$ cat src/rtl/clock_divider_mc_if.sv
// Bus bundle for clock_divider_mc: per-channel enable/load/config inputs and the
// per-channel divided clock, tick strobe and pending-commit flag.
interface clock_divider_mc_if #(
    parameter int CH = 4,
    parameter int W  = 16
);
    logic [CH-1:0]   en_i;
    logic [CH-1:0]   load_i;
    logic [CH*W-1:0] div_i;
    logic [CH*W-1:0] high_i;
    logic [CH-1:0]   clk_o;
    logic [CH-1:0]   tick_o;
    logic [CH-1:0]   pend_o;

    modport master (
        output en_i, load_i, div_i, high_i,
        input  clk_o, tick_o, pend_o
    );

    modport slave (
        input  en_i, load_i, div_i, high_i,
        output clk_o, tick_o, pend_o
    );
endinterface

$ cat src/rtl/clock_divider_mc.sv
// Multi-channel programmable clock-enable generator with shadowed period/high-time
// registers committed at period boundaries. Define SYNC_EN to add the sync_i phase-align input.
module clock_divider_mc #(
    parameter int CH       = 4,
    parameter int W        = 16,
    parameter int DEF_DIV  = 50,
    parameter int DEF_HIGH = 25
) (
    input  logic clk,
    input  logic rst_n,
`ifdef SYNC_EN
    input  logic sync_i,
`endif
    clock_divider_mc_if.slave bus
);

    localparam logic [W-1:0] DEF_DIV_V  = W'(DEF_DIV);
    localparam logic [W-1:0] DEF_HIGH_V = W'(DEF_HIGH);

    logic [W-1:0]  div_q   [CH];
    logic [W-1:0]  div_d   [CH];
    logic [W-1:0]  high_q  [CH];
    logic [W-1:0]  high_d  [CH];
    logic [W-1:0]  sdiv_q  [CH];
    logic [W-1:0]  sdiv_d  [CH];
    logic [W-1:0]  shigh_q [CH];
    logic [W-1:0]  shigh_d [CH];
    logic [W-1:0]  cnt_q   [CH];
    logic [W-1:0]  cnt_d   [CH];
    logic [CH-1:0] run_q, run_d;
    logic [CH-1:0] clk_q, clk_d;
    logic [CH-1:0] tick_q, tick_d;
    logic [CH-1:0] pend_q, pend_d;

    // Clamp keeps a committed setting producing a real square wave: period >= 2, 1 <= high < period.
    function automatic logic [2*W-1:0] clamp_cfg(input logic [W-1:0] d, input logic [W-1:0] h);
        logic [W-1:0] de;
        logic [W-1:0] he;
        de = (d < W'(2)) ? W'(2) : d;
        he = (h == '0) ? W'(1) : h;
        if (he > de - W'(1)) he = de - W'(1);
        return {de, he};
    endfunction

    always_comb begin
        logic [W-1:0]   ld_div;
        logic [W-1:0]   ld_high;
        logic [W-1:0]   cnt_inc;
        logic [2*W-1:0] cfg;
        logic           bound;
        logic           commit;

        div_d   = div_q;
        high_d  = high_q;
        sdiv_d  = sdiv_q;
        shigh_d = shigh_q;
        cnt_d   = cnt_q;
        run_d   = run_q;
        clk_d   = clk_q;
        tick_d  = tick_q;
        pend_d  = pend_q;
        ld_div  = '0;
        ld_high = '0;
        cnt_inc = '0;
        cfg     = '0;
        bound   = 1'b0;
        commit  = 1'b0;

        for (int c = 0; c < CH; c++) begin
            // A load on this edge is visible to a commit on the same edge (bypass).
            ld_div  = bus.load_i[c] ? bus.div_i[c*W +: W]  : sdiv_q[c];
            ld_high = bus.load_i[c] ? bus.high_i[c*W +: W] : shigh_q[c];
            cnt_inc = cnt_q[c] + W'(1);
            bound   = (cnt_q[c] == div_q[c] - W'(1));
`ifdef SYNC_EN
            bound   = bound | sync_i;
`endif
            commit  = 1'b0;

            if (!bus.en_i[c]) begin
                run_d[c]  = 1'b0;
                cnt_d[c]  = '0;
                clk_d[c]  = 1'b0;
                tick_d[c] = 1'b0;
                commit    = 1'b1;
            end else if (!run_q[c]) begin
                run_d[c]  = 1'b1;
                cnt_d[c]  = '0;
                clk_d[c]  = 1'b1;
                tick_d[c] = 1'b1;
            end else if (bound) begin
                cnt_d[c]  = '0;
                clk_d[c]  = 1'b1;
                tick_d[c] = 1'b1;
                commit    = 1'b1;
            end else begin
                cnt_d[c]  = cnt_inc;
                clk_d[c]  = (cnt_inc < high_q[c]);
                tick_d[c] = 1'b0;
            end

            sdiv_d[c]  = ld_div;
            shigh_d[c] = ld_high;
            cfg        = clamp_cfg(ld_div, ld_high);
            if (commit) begin
                div_d[c]  = cfg[2*W-1:W];
                high_d[c] = cfg[W-1:0];
                pend_d[c] = 1'b0;
            end else if (bus.load_i[c]) begin
                pend_d[c] = 1'b1;
            end
        end
    end

    always_ff @(posedge clk or negedge rst_n) begin
        if (!rst_n) begin
            for (int c = 0; c < CH; c++) begin
                div_q[c]   <= DEF_DIV_V;
                high_q[c]  <= DEF_HIGH_V;
                sdiv_q[c]  <= DEF_DIV_V;
                shigh_q[c] <= DEF_HIGH_V;
                cnt_q[c]   <= '0;
            end
            run_q  <= '0;
            clk_q  <= '0;
            tick_q <= '0;
            pend_q <= '0;
        end else begin
            div_q   <= div_d;
            high_q  <= high_d;
            sdiv_q  <= sdiv_d;
            shigh_q <= shigh_d;
            cnt_q   <= cnt_d;
            run_q   <= run_d;
            clk_q   <= clk_d;
            tick_q  <= tick_d;
            pend_q  <= pend_d;
        end
    end

    assign bus.clk_o  = clk_q;
    assign bus.tick_o = tick_q;
    assign bus.pend_o = pend_q;

endmodule
$ cat src/flat_wrapper.sv
// flat-port wrapper written by rule: the top's interface ports become plain ports
module clock_divider_mc_flat 
#(
    parameter int CH       = 4,
    parameter int W        = 16,
    parameter int DEF_DIV  = 50,
    parameter int DEF_HIGH = 25
)
  (clk, rst_n, bus_en_i, bus_load_i, bus_div_i, bus_high_i, bus_clk_o, bus_tick_o, bus_pend_o);
  clock_divider_mc_if #(.CH(CH), .W(W)) bus_i ();
  input  logic clk;
  input  logic rst_n;
  input wire logic [$bits(bus_i.en_i)-1:0] bus_en_i;
  input wire logic [$bits(bus_i.load_i)-1:0] bus_load_i;
  input wire logic [$bits(bus_i.div_i)-1:0] bus_div_i;
  input wire logic [$bits(bus_i.high_i)-1:0] bus_high_i;
  output wire logic [$bits(bus_i.clk_o)-1:0] bus_clk_o;
  output wire logic [$bits(bus_i.tick_o)-1:0] bus_tick_o;
  output wire logic [$bits(bus_i.pend_o)-1:0] bus_pend_o;
  assign bus_i.en_i = bus_en_i;
  assign bus_i.load_i = bus_load_i;
  assign bus_i.div_i = bus_div_i;
  assign bus_i.high_i = bus_high_i;
  assign bus_clk_o = bus_i.clk_o;
  assign bus_tick_o = bus_i.tick_o;
  assign bus_pend_o = bus_i.pend_o;
  clock_divider_mc #(.CH(CH), .W(W), .DEF_DIV(DEF_DIV), .DEF_HIGH(DEF_HIGH)) u_core (.clk(clk), .rst_n(rst_n), .bus(bus_i));
endmodule
$ cat config.mk
export PLATFORM = sky130hd
export DESIGN_NAME = clock_divider_mc_flat
export DESIGN_NICKNAME = d
export VERILOG_FILES = /design/src/rtl/clock_divider_mc_if.sv /design/src/rtl/clock_divider_mc.sv /design/src/flat_wrapper.sv
export SDC_FILE = /design/constraint.sdc
export NUM_CORES = 1
export LEC_CHECK = 0
export CAP_MARGIN = 30
export CORE_UTILIZATION = 40
export CTS_CLUSTER_DIAMETER = 50
export DETAILED_ROUTE_END_ITERATION = 6
export SLEW_MARGIN = 25
export SYNTH_ARGS = -nofsm -noshare
export SYNTH_HDL_FRONTEND = slang
export SYNTH_SLANG_ARGS = --single-unit
$ cat constraint.sdc
create_clock -name clk -period 5.4 [get_ports clk]
set_clock_uncertainty 0.2 [all_clocks]
set_input_delay 0.54 -clock clk [delete_from_list [all_inputs] [get_ports clk]]
set_output_delay 0.54 -clock clk [all_outputs]
set_load 0.05 [all_outputs]
Word level (Yosys, flattened, before mapping)
Cells that the tools add are included.
Storage, ports and cells
  register bits: 336
  input port bits: 138
  output and inout port bits: 12
  word-level logic and storage cells: 139
Cells by class
  add/sub/neg operators: 12
  magnitude comparators: 12
  equal/unequal tests: 4
  mux-type cells: 76
  reduce and logical (&&, ||, !) cells: 8
Operators with widths (number)
  2-to-1 mux 16 bit: 32
  subtractor 16 x 1 -> 16 bit, second input constant: 8
  adder 16 x 1 -> 16 bit, second input constant: 4
  == test 16 bit: 4
  > comparator 16 bit: 4
  logical NOT 16 bit: 4
  < comparator 16 bit: 4
  < comparator 16 x 2 -> 1 bit, second input constant: 4
  2-to-1 mux 1 bit: 44
  nonzero test 2 bit: 4

Depth between registers and ports, before layout
Gate-level depths: netlist (run 1).
  word-level depth: 6
  depth in mapped cells: 22

Least setup slack after synthesis (run 1)
No wires, ideal clock.
  path type: input -> register
  start: in bus_load_i[0]
  end: reg u_core.high_q[55] in the netlist's numbering
  library setup time: 79 ps
  data arrival time: 5874 ps
  path slack: -754 ps
  stages: 21
  buffers on the path: 3
  cell sequence: buf_1 -> mux2_2 -> or4_1 -> or4_1 -> clkbuf_1 -> o21a_1 -> inv_1 -> ha_1 -> inv_1 -> nor3_1 -> nand2_1 -> xor2_1 -> ha_1 -> and4_1 -> nand3_1 -> nor2_1 -> a221oi_1 -> a311oi_1 -> clkbuf_1 -> mux2_2 -> mux2i_1
RTL lines
  from (decl): RTL line flat_wrapper.sv:14  | input wire logic [$bits(bus_i.load_i)-1:0] bus_load_i;
  to (signal assigned): RTL line clock_divider_mc.sv:130  | high_q <= high_d;
  to (decl): RTL line clock_divider_mc.sv:22  | logic [W-1:0] high_q [CH];

Worst setup path in the final report (run 1)
  start: in bus_div_i[46]
  end: reg u_core.high_q[27] in the netlist's numbering
On the way
  cells in the longest elaborated chain, start to end: 6
Ends and longest elaborated chain
  from (decl): RTL line flat_wrapper.sv:15  | input wire logic [$bits(bus_i.div_i)-1:0] bus_div_i;
  2-to-1 mux 16 bit (*): RTL line clock_divider_mc.sv:71  | ld_div = bus.load_i[c] ? bus.div_i[c*W +: W] : sdiv_q[c];
  < comparator 16 x 2 -> 1 bit: RTL line clock_divider_mc.sv:39  | de = (d < W'(2)) ? W'(2) : d;
  2-to-1 mux 16 bit (*): RTL line clock_divider_mc.sv:39
  subtractor 16 x 1 -> 16 bit (*): RTL line clock_divider_mc.sv:41  | if (he > de - W'(1)) he = de - W'(1);
  > comparator 16 bit: RTL line clock_divider_mc.sv:41
  2-to-1 mux 16 bit (*): RTL line clock_divider_mc.sv:41
Mark *: on every way between the ends. The rest lies on a longest branch, timed or not.
A chain may end at the register's enable or synchronous reset.

==> results.json, run 1 <==
{
  "avgSynthCellArea_um2": 10.2,
  "first_pass_iters": 5,
  "final_nets": 2591,
  "cp_top_family": "simple AND/OR/NAND/NOR gates",
  "fin_util_pct": 49.8,
  "clkLatencyLatePin_ns": 0.60,
  "worst_slew_pin_slew_ns": 0.917,
  "grt_pass1_vias": 17146,
  "clk_pin_slew_ns": 0.06,
  "synth-simple-area-share_pct": 15.2,
  "synth_largest_area_cell": "dfrtp_1",
  "p_leak_nw": 11.5,
  "root_buffer": "clkbuf_16",
  "synth.distinct_cells": 76,
  "wl_per_cell_um": 18.1,
  "antenna_left": 0,
  "synth_compound_area_share_pct": 9.94,
  "holdWs_ns": 0.221,
  "synthesis.area_um2": 21400,
  "cp.required_ns": 5.72,
  "total_power_mw": 8.52,
  "slew_viol_final": 0,
  "period_minus_slack_ns": 5.13,
  "crit_buf_inv": 3,
  "grt_usage_pct": 20.8,
  "post-dp-hpwl_um": 41800,
  "crit_fanout": 28,
  "synth_most_common_cell": "dfrtp_1",
  "drc": 0,
  "vias": 16600,
  "numClockSinks": 336,
  "irDropWorstVdd_mv": 0.261,
  "core_area_um2": 52700,
  "rsz0062_at_grt": "no",
  "layout-drive-gt1-share_pct": 19.6,
  "end_kind": "flop",
  "synth_ff_type": "dfrtp_1",
  "n_fill_cell": 4692,
  "antennaDiodeCount": 0,
  "synth_xor_xnor_area_share_pct": 7.71,
  "critical-path-max-stage-delay_ns": 0.66,
  "die_area_um2": 54300,
  "status": "finished clean",
  "synth-seq-area-share_pct": 39.6,
  "place_area_um2": 24300,
  "vias_per_cell": 5.44,
  "path_cells": "clkdlybuf4s50_1 -> nor4b_1 -> buf_4 -> o22ai_1 -> or2_2 -> o21ai_0 -> ha_1 -> o221ai_1 -> or4b_2 -> nor2_1 -> xnor2_1 -> ha_1 -> nand4_1 -> or2_2 -> nor2_1 -> o21ai_0 -> and3b_1 -> buf_12 -> or3_1 -> a31oi_1",
  "synth_fp_nets": 2360,
  "fin_tns_setup_ns": 0,
  "synth_cells": 2086,
  "critical_path_arrival_ns": 5.45,
  "fmax_mhz": 195,
  "power_density_nw_per_um2": 325,
  "setup_slack_ns": 0.274,
  "min_period_over_period_pct": 94.9,
  "drt_wl_total_um": 55300,
  "design_area_um2": 26200,
  "die_h_um": 233,
  "synth_commonest_cells": "288 x dfrtp_1, 170 x mux2_2, 164 x inv_1, 136 x ha_1, 130 x xnor2_1",
  "synth-edff-count": 0,
  "synth.area.top_cells": "dfrtp_1 34%, mux2_2 9.0%, ha_1 8.0%",
  "startpoint_type": "input port",
  "rrSetupSlack_ns": 0.33,
  "grt.overflow.total": 0,
  "critPathKind": "input port to flop",
  "stdcell_count": 3050,
  "ys_warn_count": 0,
  "grt_pass1_wl_um": 90500,
  "io-pin-count": 150,
  "slew_headroom_pct": 38.9,
  "initialDrtViolationCount": 1153,
  "port_buffers": 149,
  "tritoncts": "yes",
  "grt_max_degree": 126,
  "antenna_found_initial": 0,
  "area_delta_synth_final_pct": 22.7,
  "cts_max_level": 2,
  "clock_path_buffers": 3,
  "dp_slack_ns": -0.570,
  "final-hold-violation-count": 0,
  "start_util_pct": 40.6,
  "synthArstFlopShare_pct": 100,
  "dp.cells": 2946,
  "synth_top_family_by_area": "simple AND/OR/NAND/NOR gates",
  "synth-seq-cells": 336,
  "synth-adder-area-share_pct": 7.96,
  "hold_class": "input port to flop",
  "num_rows": 84,
  "numCtsBuffers": 53,
  "die_w_um": 233,
  "slowest_stage": "or4b_2",
  "drv_cap": 0,
  "setup_viol": 0,
  "synth_top_area_share_pct": 33.7,
  "synth_mux_area_share_pct": 14.9,
  "gp_congestion": 0.896
}
-- power by group --
part	switching (mW)	total, mW	internal, mW
registers	0.224	3.08	2.86
clock network	1.30	3.58	2.28
logic	0.984	1.86	0.874
total	2.51	8.52	6.01
-- flip-flops by register name (all words and copies together), names as in the netlist --
name and cells:
u_core.bus.pend_o 4, u_core.run_q 4, u_core.cnt_q 64, u_core.high_q 64, u_core.div_q 64, u_core.shigh_q 64
u_core.bus.tick_o 4, u_core.sdiv_q 64, u_core.bus.clk_o 4
-- layout by cell type, fill, tap and decap left out, drive strengths merged, types with 12 or more instances in the layout --
| master | netlist | final |
|---|---|---|
| nor2 | 102 | 102 |
| dfrtp | 288 | 288 |
| a21oi | 46 | 46 |
| nor4 | 49 | 49 |
| inv | 164 | 168 |
| clkbuf | 53 | 69 |
| xor2 | 58 | 58 |
| clkinv | 2 | 18 |
| o211ai | 15 | 15 |
| nand4 | 43 | 43 |
| nand3 | 41 | 41 |
| nor3b | 15 | 15 |
| or3 | 40 | 40 |
| dfstp | 48 | 48 |
| buf | 32 | 114 |
| a31oi | 36 | 36 |
| or4 | 18 | 18 |
| ha | 136 | 136 |
| xnor2 | 130 | 130 |
| or2 | 13 | 13 |
| nor3 | 67 | 67 |
| o21a | 12 | 12 |
| mux2 | 206 | 206 |
| a21o | 31 | 31 |
| nor2b | 56 | 56 |
| clkdlybuf4s50 | 0 | 144 |
| nor4b | 13 | 13 |
| o21ai | 71 | 71 |
| mux2i | 86 | 86 |
| and3 | 31 | 31 |
| nand2 | 41 | 41 |
| a211oi | 33 | 33 |
-- layout make-up --
class	instances	area, um2	share of cell area, %
Tap cell	688	861	3.28
Clock inverter	33	443	1.69
Clock buffer	67	1430	5.45
Multi-Input combinational cell	1499	12000	45.7
Inverter	166	623	2.38
Sequential cell	336	8470	32.3
Timing Repair Buffer	261	2400	9.17
-- path summary, 6_finish.rpt --
kind                                      start                    to  cells after the start
hold reg to reg            u_core.bus.pend_o[0]  u_core.bus.pend_o[0]                      1
min in group asynchronous                 rst_n     u_core.sdiv_q[58]                      2
hold / removal                    bus_load_i[1]    u_core.shigh_q[41]                      3
setup / recovery                  bus_div_i[46]     u_core.high_q[27]                     20
setup reg to reg              u_core.sdiv_q[30]     u_core.high_q[27]                     18
max in group asynchronous                 rst_n     u_core.sdiv_q[13]                      3
-- timing repair --
action	CTS	global route
resized for setup	0	0
setup buffers	0	1
endpoints found under the hold margin	87	0
endpoints found under the setup margin	0	16
hold buffers	1	0
-- worst min-delay path: cells and delay by family --
kind,cells,cell delay [ns]
buf+inv,2,0.25
mux,1,0.17
-- cells by family after synthesis --
group	after synthesis
and+or+nand+nor	571
DFF	336
AOI/OAI and AO/OA	312
muxes	292
buffers and inverters	251
xor gates and xnor gates	188
adders and majority gates	136
-- layer usage --
layer / GRT usage, % / up-vias / routed length (um)
li1: - / 8041 / -
met1: 27.9 / 8140 / 25800
met2: 34.5 / 332 / 26000
met3: 3.32 / 87 / 2120
met4: 5.82 / 0 / 1300
met5: 0 / - / 0
Note: power is estimated with default switching activity, not from simulation.
==> run 2, diff against run 1 <==
- CAP_MARGIN: 30 -> 15
- DONT_BUFFER_PORTS: not set -> 1
- SLEW_MARGIN: 25 -> 20
==> run 2 against run 1 <==
The run now ends with negative hold slack left. Wire length rose by 0.53%. Core utilization fell by 1.9 points. Clock power fell by 5%. Critical path type unchanged. Flip-flop and latch count did not move. Critical path depth fell by 2. Global-route usage fell by 0.069 points. Non-clock buffer count fell by 110. Largest power group unchanged.
==> results.json, run 2 (synthesis gave the netlist of run 1 again) <==
{
  "violations": "negative hold slack",
  "p_leak_nw": 11.0,
  "final-hold-violation-count": 336,
  "period_minus_slack_ns": 5.17,
  "final_nets": 2479,
  "cp.required_ns": 5.72,
  "numCtsBuffers": 51,
  "total_power_mw": 8.16,
  "antenna_left": 0,
  "fmax_mhz": 193,
  "slowest_stage": "or4_4",
  "drv_cap": 0,
  "vias_per_cell": 5.55,
  "crit_buf_inv": 4,
  "holdWs_ns": -0.554,
  "clkLatencyLatePin_ns": 0.60,
  "gp_congestion": 0.901,
  "setup_viol": 0,
  "grt_pass1_wl_um": 90400,
  "drc": 0,
  "core_area_um2": 52700,
  "path_cells": "dlygate4sd3_1 -> mux2_2 -> or4_4 -> or4_4 -> o21a_1 -> inv_2 -> ha_2 -> inv_1 -> nor3_1 -> xnor2_1 -> ha_1 -> and3_1 -> a221o_1 -> a221oi_1 -> a311oi_2 -> buf_4 -> mux2i_1 -> mux2_1",
  "layout-drive-gt1-share_pct": 17.1,
  "cts_max_level": 2,
  "multi_input_area_um2": 12000,
  "end_kind": "flop",
  "die_w_um": 233,
  "grt.overflow.total": 0,
  "layout_commonest_cell": "dfrtp_1",
  "critical_path_arrival_ns": 5.50,
  "dp.cells": 2712,
  "die_h_um": 233,
  "grt_use_met1_pct": 27.8,
  "layout_common_cells": "288 x dfrtp_1, 168 x mux2_2, 163 x inv_1",
  "numClockSinks": 336,
  "top_usage_layer": "met2",
  "slew_viol_final": 0,
  "wl_per_cell_um": 18.9,
  "seqCellArea_um2": 8470,
  "io-pin-count": 150,
  "min_period_over_period_pct": 95.8,
  "critical-path-max-stage-delay_ns": 0.60,
  "vias": 16290,
  "r2r_start": "u_core.sdiv_q[3]",
  "hold_class": "input port to async pin",
  "status": "finished with violations",
  "worst_slew_pin_slew_ns": 1.01,
  "initialDrtViolationCount": 935,
  "grt_pass1_vias": 16798,
  "use_met2_pct": 33.5,
  "stdcell_count": 2936,
  "die_area_um2": 54300,
  "met3_usage_pct": 3.41,
  "power_density_nw_per_um2": 323,
  "antenna_found_initial": 0,
  "irDropWorstVdd_mv": 0.252,
  "post-dp-hpwl_um": 39700,
  "clk_pin_slew_ns": 0.06,
  "start_util_pct": 40.6,
  "crit_fanout": 8,
  "num_rows": 84,
  "slew_headroom_pct": 32.3,
  "n_fill_cell": 4777,
  "cp_top_family": "simple AND/OR/NAND/NOR gates",
  "critPathKind": "input port to flop",
  "ctsHoldBuffers": 125,
  "clock_path_buffers": 3,
  "fin_tns_setup_ns": 0,
  "grt_max_degree": 337,
  "first_pass_iters": 5,
  "rsz0062_at_grt": "no",
  "cp-startpoint": "bus_div_i[5]",
  "crit_top_cell": "or4_4",
  "tritoncts": "yes",
  "grt_usage_pct": 20.7,
  "root_buffer": "clkbuf_16",
  "drt_wl_total_um": 55600,
  "area_delta_synth_final_pct": 18.1,
  "startpoint_type": "input port",
  "antennaDiodeCount": 0,
  "port_buffers": 0
}
-- run 2: cell types whose count changed in the layout (fill, tap and decap cells not counted), moves of 4 or more --
cell,previous run,this run
clkdlybuf4s50_1,144,0
dlygate4sd3_1,1,121
buf_4,102,25
buf_2,4,0
clkbuf_1,11,7
clkinv_2,9,5
-- run 2: per-layer routing --
layer  routed length [um]  share of wire [%]
met1                25400                 46
met2                26000                 47
met3                 2430                4.4
met4                 1780                3.2
met5                    0                  0
-- run 2: worst paths after layout --
check | to | slack (ns) | depth (start not counted)
max | u_core.high_q[48] | 0.23 | 18
min | u_core.sdiv_q[56] | -0.55 | 0
max reg2reg | u_core.high_q[8] | 0.28 | 18
min reg2reg | u_core.div_q[49] | 0.30 | 2
max in group asynchronous | u_core.div_q[7] | 4.96 | 0
min in group clk | u_core.sdiv_q[28] | 0.04 | 1
-- run 2: timing repair --
item,4_1_cts,5_1_grt
gates resized for setup,0,13
hold endpoints to repair,481,336
endpoints found under the setup margin,0,45
buffers inserted,0,2
-- run 2: final cells by class --
class / instances / area share (%)
Clock inverter: 32 / 1.55
Tap cell: 688 / 3.41
Sequential cell: 336 / 33.5
Timing Repair Buffer: 151 / 5.90
Inverter: 166 / 2.47
Clock buffer: 64 / 5.49
Multi-Input combinational cell: 1499 / 47.6
-- run 2: per-stage QoR --
step	utilization [%]	cell area (um2)	setup WS [ns]
CTS	47.8	25200	0.126
floorplan	-	21400	0.0217
finish	47.9	25200	0.227
detailed placement	42.0	22100	-0.0683
global route	47.9	25200	0.0119
global placement	42.0	22100	0.0660
-- run 2: power breakdown --
group | switching (mW) | internal, mW | total, mW
clock network | 1.31 | 2.09 | 3.40
logic | 0.882 | 0.781 | 1.66
registers | 0.245 | 2.86 | 3.10
total | 2.44 | 5.73 | 8.16
==> variant (flow settings as in run 1) <==
`W` is set to 16 in 3 places; all go to 14.
--- a/src/rtl/clock_divider_mc_if.sv
+++ b/src/rtl/clock_divider_mc_if.sv
@@ -4,3 +4,3 @@
     parameter int CH = 4,
-    parameter int W  = 16
+    parameter int W  = 14
 );
--- a/src/rtl/clock_divider_mc.sv
+++ b/src/rtl/clock_divider_mc.sv
@@ -4,3 +4,3 @@
     parameter int CH       = 4,
-    parameter int W        = 16,
+    parameter int W        = 14,
     parameter int DEF_DIV  = 50,
--- a/src/flat_wrapper.sv
+++ b/src/flat_wrapper.sv
@@ -4,3 +4,3 @@
     parameter int CH       = 4,
-    parameter int W        = 16,
+    parameter int W        = 14,
     parameter int DEF_DIV  = 50,
Interface: changed (resized bus_div_i and bus_high_i); port bits go from 150 to 134. The function was not compared with the original's and may differ.
==> variant against run 1 <==
Critical path depth shrank 1; global-route usage shrank 1.0 points; sequential share of layout area grew 1.4 points; area after synthesis shrank 13%; clock power shrank 20%; routed wire length shrank 18%; worst setup slack gained 55 ps; sequential cell count shrank 40; largest cell class unchanged; count of clock-buffer cells in the layout shrank 11; register-to-register slack gained 130 ps; cell area shrank 15%; total power shrank 17%.
==> variant: results <==
[clock_tree]
clk_latency_ps = 570
clkTransAtPathRegs_ps = 50
cts_buffers = 43
cts_root_buf = clkbuf_16
cts_buffer_depth = 3
post_cts.repair.setup_buffers = 0
htree_levels = 2

[run_status]
outcome = completed

[place]
gp_congestion = 0.889
portBuffers = 133
pre_cts_slack_ps = -521
place_hpwl_um = 34100

[pwr]
ir_worst_vdd_mv = 0.276
p_leak_nw = 9.90

[hold_path]
min_path_type = primary input to flop

[route]
wirelength_um = 45400
dr_total_vias = 13923
drtPass1Iterations = 5
drtIter0Drc = 699

[global_route]
grt_max_degree = 122
grt_first_pass_wirelength_um = 75100
grtUsageTotal_pct = 19.7
antenna_found_initial = 1

[yosys]
ys_types = 72
synth.area.top_cells = dfrtp_1 34%, mux2_2 12%, ha_1 8.1%
yosysSeqAreaShare_pct = 40.4
synth_common_cells = 248 x dfrtp_1, 200 x mux2_2, 142 x inv_1, 142 x nor2_1, 120 x ha_1
ys_warn_count = 0
synthArstFlopShare_pct = 100
syn_nets = 2075

[finish]
diodes = 0
final_nets = 2240
drive_gt1_share_pct = 21.2
fillers = 4255

[worst_setup_path]
critPathMaxStageDelay_ps = 680
cp_max_fo = 14
reg2reg_slack_ps = 460
cp_slowest_cell = or4b_2

[timing]
max_freq_ghz = 0.197
timing.hold.ws_ps = 216
max_slew_margin_pct = 38.3
[variant: power breakdown]
part           switching [W]  leakage [nW]  internal, W
combinational       0.000799          5.69     0.000730
clock                0.00111         0.691      0.00175
sequential          0.000188          3.52      0.00251
[variant: layer usage]
layer	routed length [µm]	GRT usage (%)
met3	1910	3.00
met2	20700	31.5
met5	10	0
met4	1120	6.67
met1	21700	27.3
[variant: timing repair]
item | 4_1_cts | 5_1_grt
resized for setup | 0 | 2
endpoints found under the hold margin | 77 | 0
setup endpoints to repair | 0 | 14
hold buffers | 1 | 0
[variant: kinds of logic after synthesis]
family / after synthesis / share of synthesized area [%]
AND/OR/NAND/NOR: 543 / 15.5
AO/OA/AOI/OAI: 248 / 8.76
flip-flops: 296 / 40.4
XOR/XNOR: 159 / 7.53
adder cells (fa/ha/maj): 120 / 8.12
multiplexers: 253 / 15.1
buffers and inverters: 214 / 4.66
[variant: critical path, delay by kind of cell]
family	cells	cell delay [ps]
and+or+nand+nor	7	2150
buffers and inverters	4	910
AOI/OAI and AO/OA	4	810
adders and majority gates	2	560
muxes	1	190
xor gates and xnor gates	1	150
[variant: metrics by stage]
step	TNS, ps	cell area, µm²	std cells	util, %	power, W
floorplan	0	18500	1833	-	0.00372
finish	0	22200	2633	48.8	0.00708
global placement	-5100	20700	2550	45.5	0.00421
CTS	0	22200	2632	48.7	0.00717
global route	0	22200	2633	48.8	0.00746
detailed placement	-6230	20700	2551	45.5	0.00426
[variant: area by class of cell]
type / count / area [µm²] / share of cell area (%)
multi-input cells: 1323 / 10200 / 45.9
flip-flops and latches: 296 / 7470 / 33.7
repair buffers: 192 / 1790 / 8.06
clock buffers: 56 / 1180 / 5.30
well taps: 600 / 751 / 3.38
inverters: 142 / 533 / 2.40
clock inverters: 24 / 278 / 1.25
[variant: final timing paths]
| kind | startpoint | endpoint | cells after the start |
|---|---|---|---|
| worst min-delay path | bus_load_i[0] | u_core.sdiv_q[49] | 2 |
| worst max register to register | u_core.sdiv_q[24] | u_core.high_q[15] | 18 |
| max in group asynchronous | rst_n | u_core.cnt_q[23] | 3 |
| worst max-delay path | bus_div_i[38] | u_core.high_q[15] | 19 |
| worst min register to register | u_core.bus.pend_o[2] | u_core.bus.pend_o[2] | 2 |
| min in group asynchronous | rst_n | u_core.shigh_q[11] | 2 |
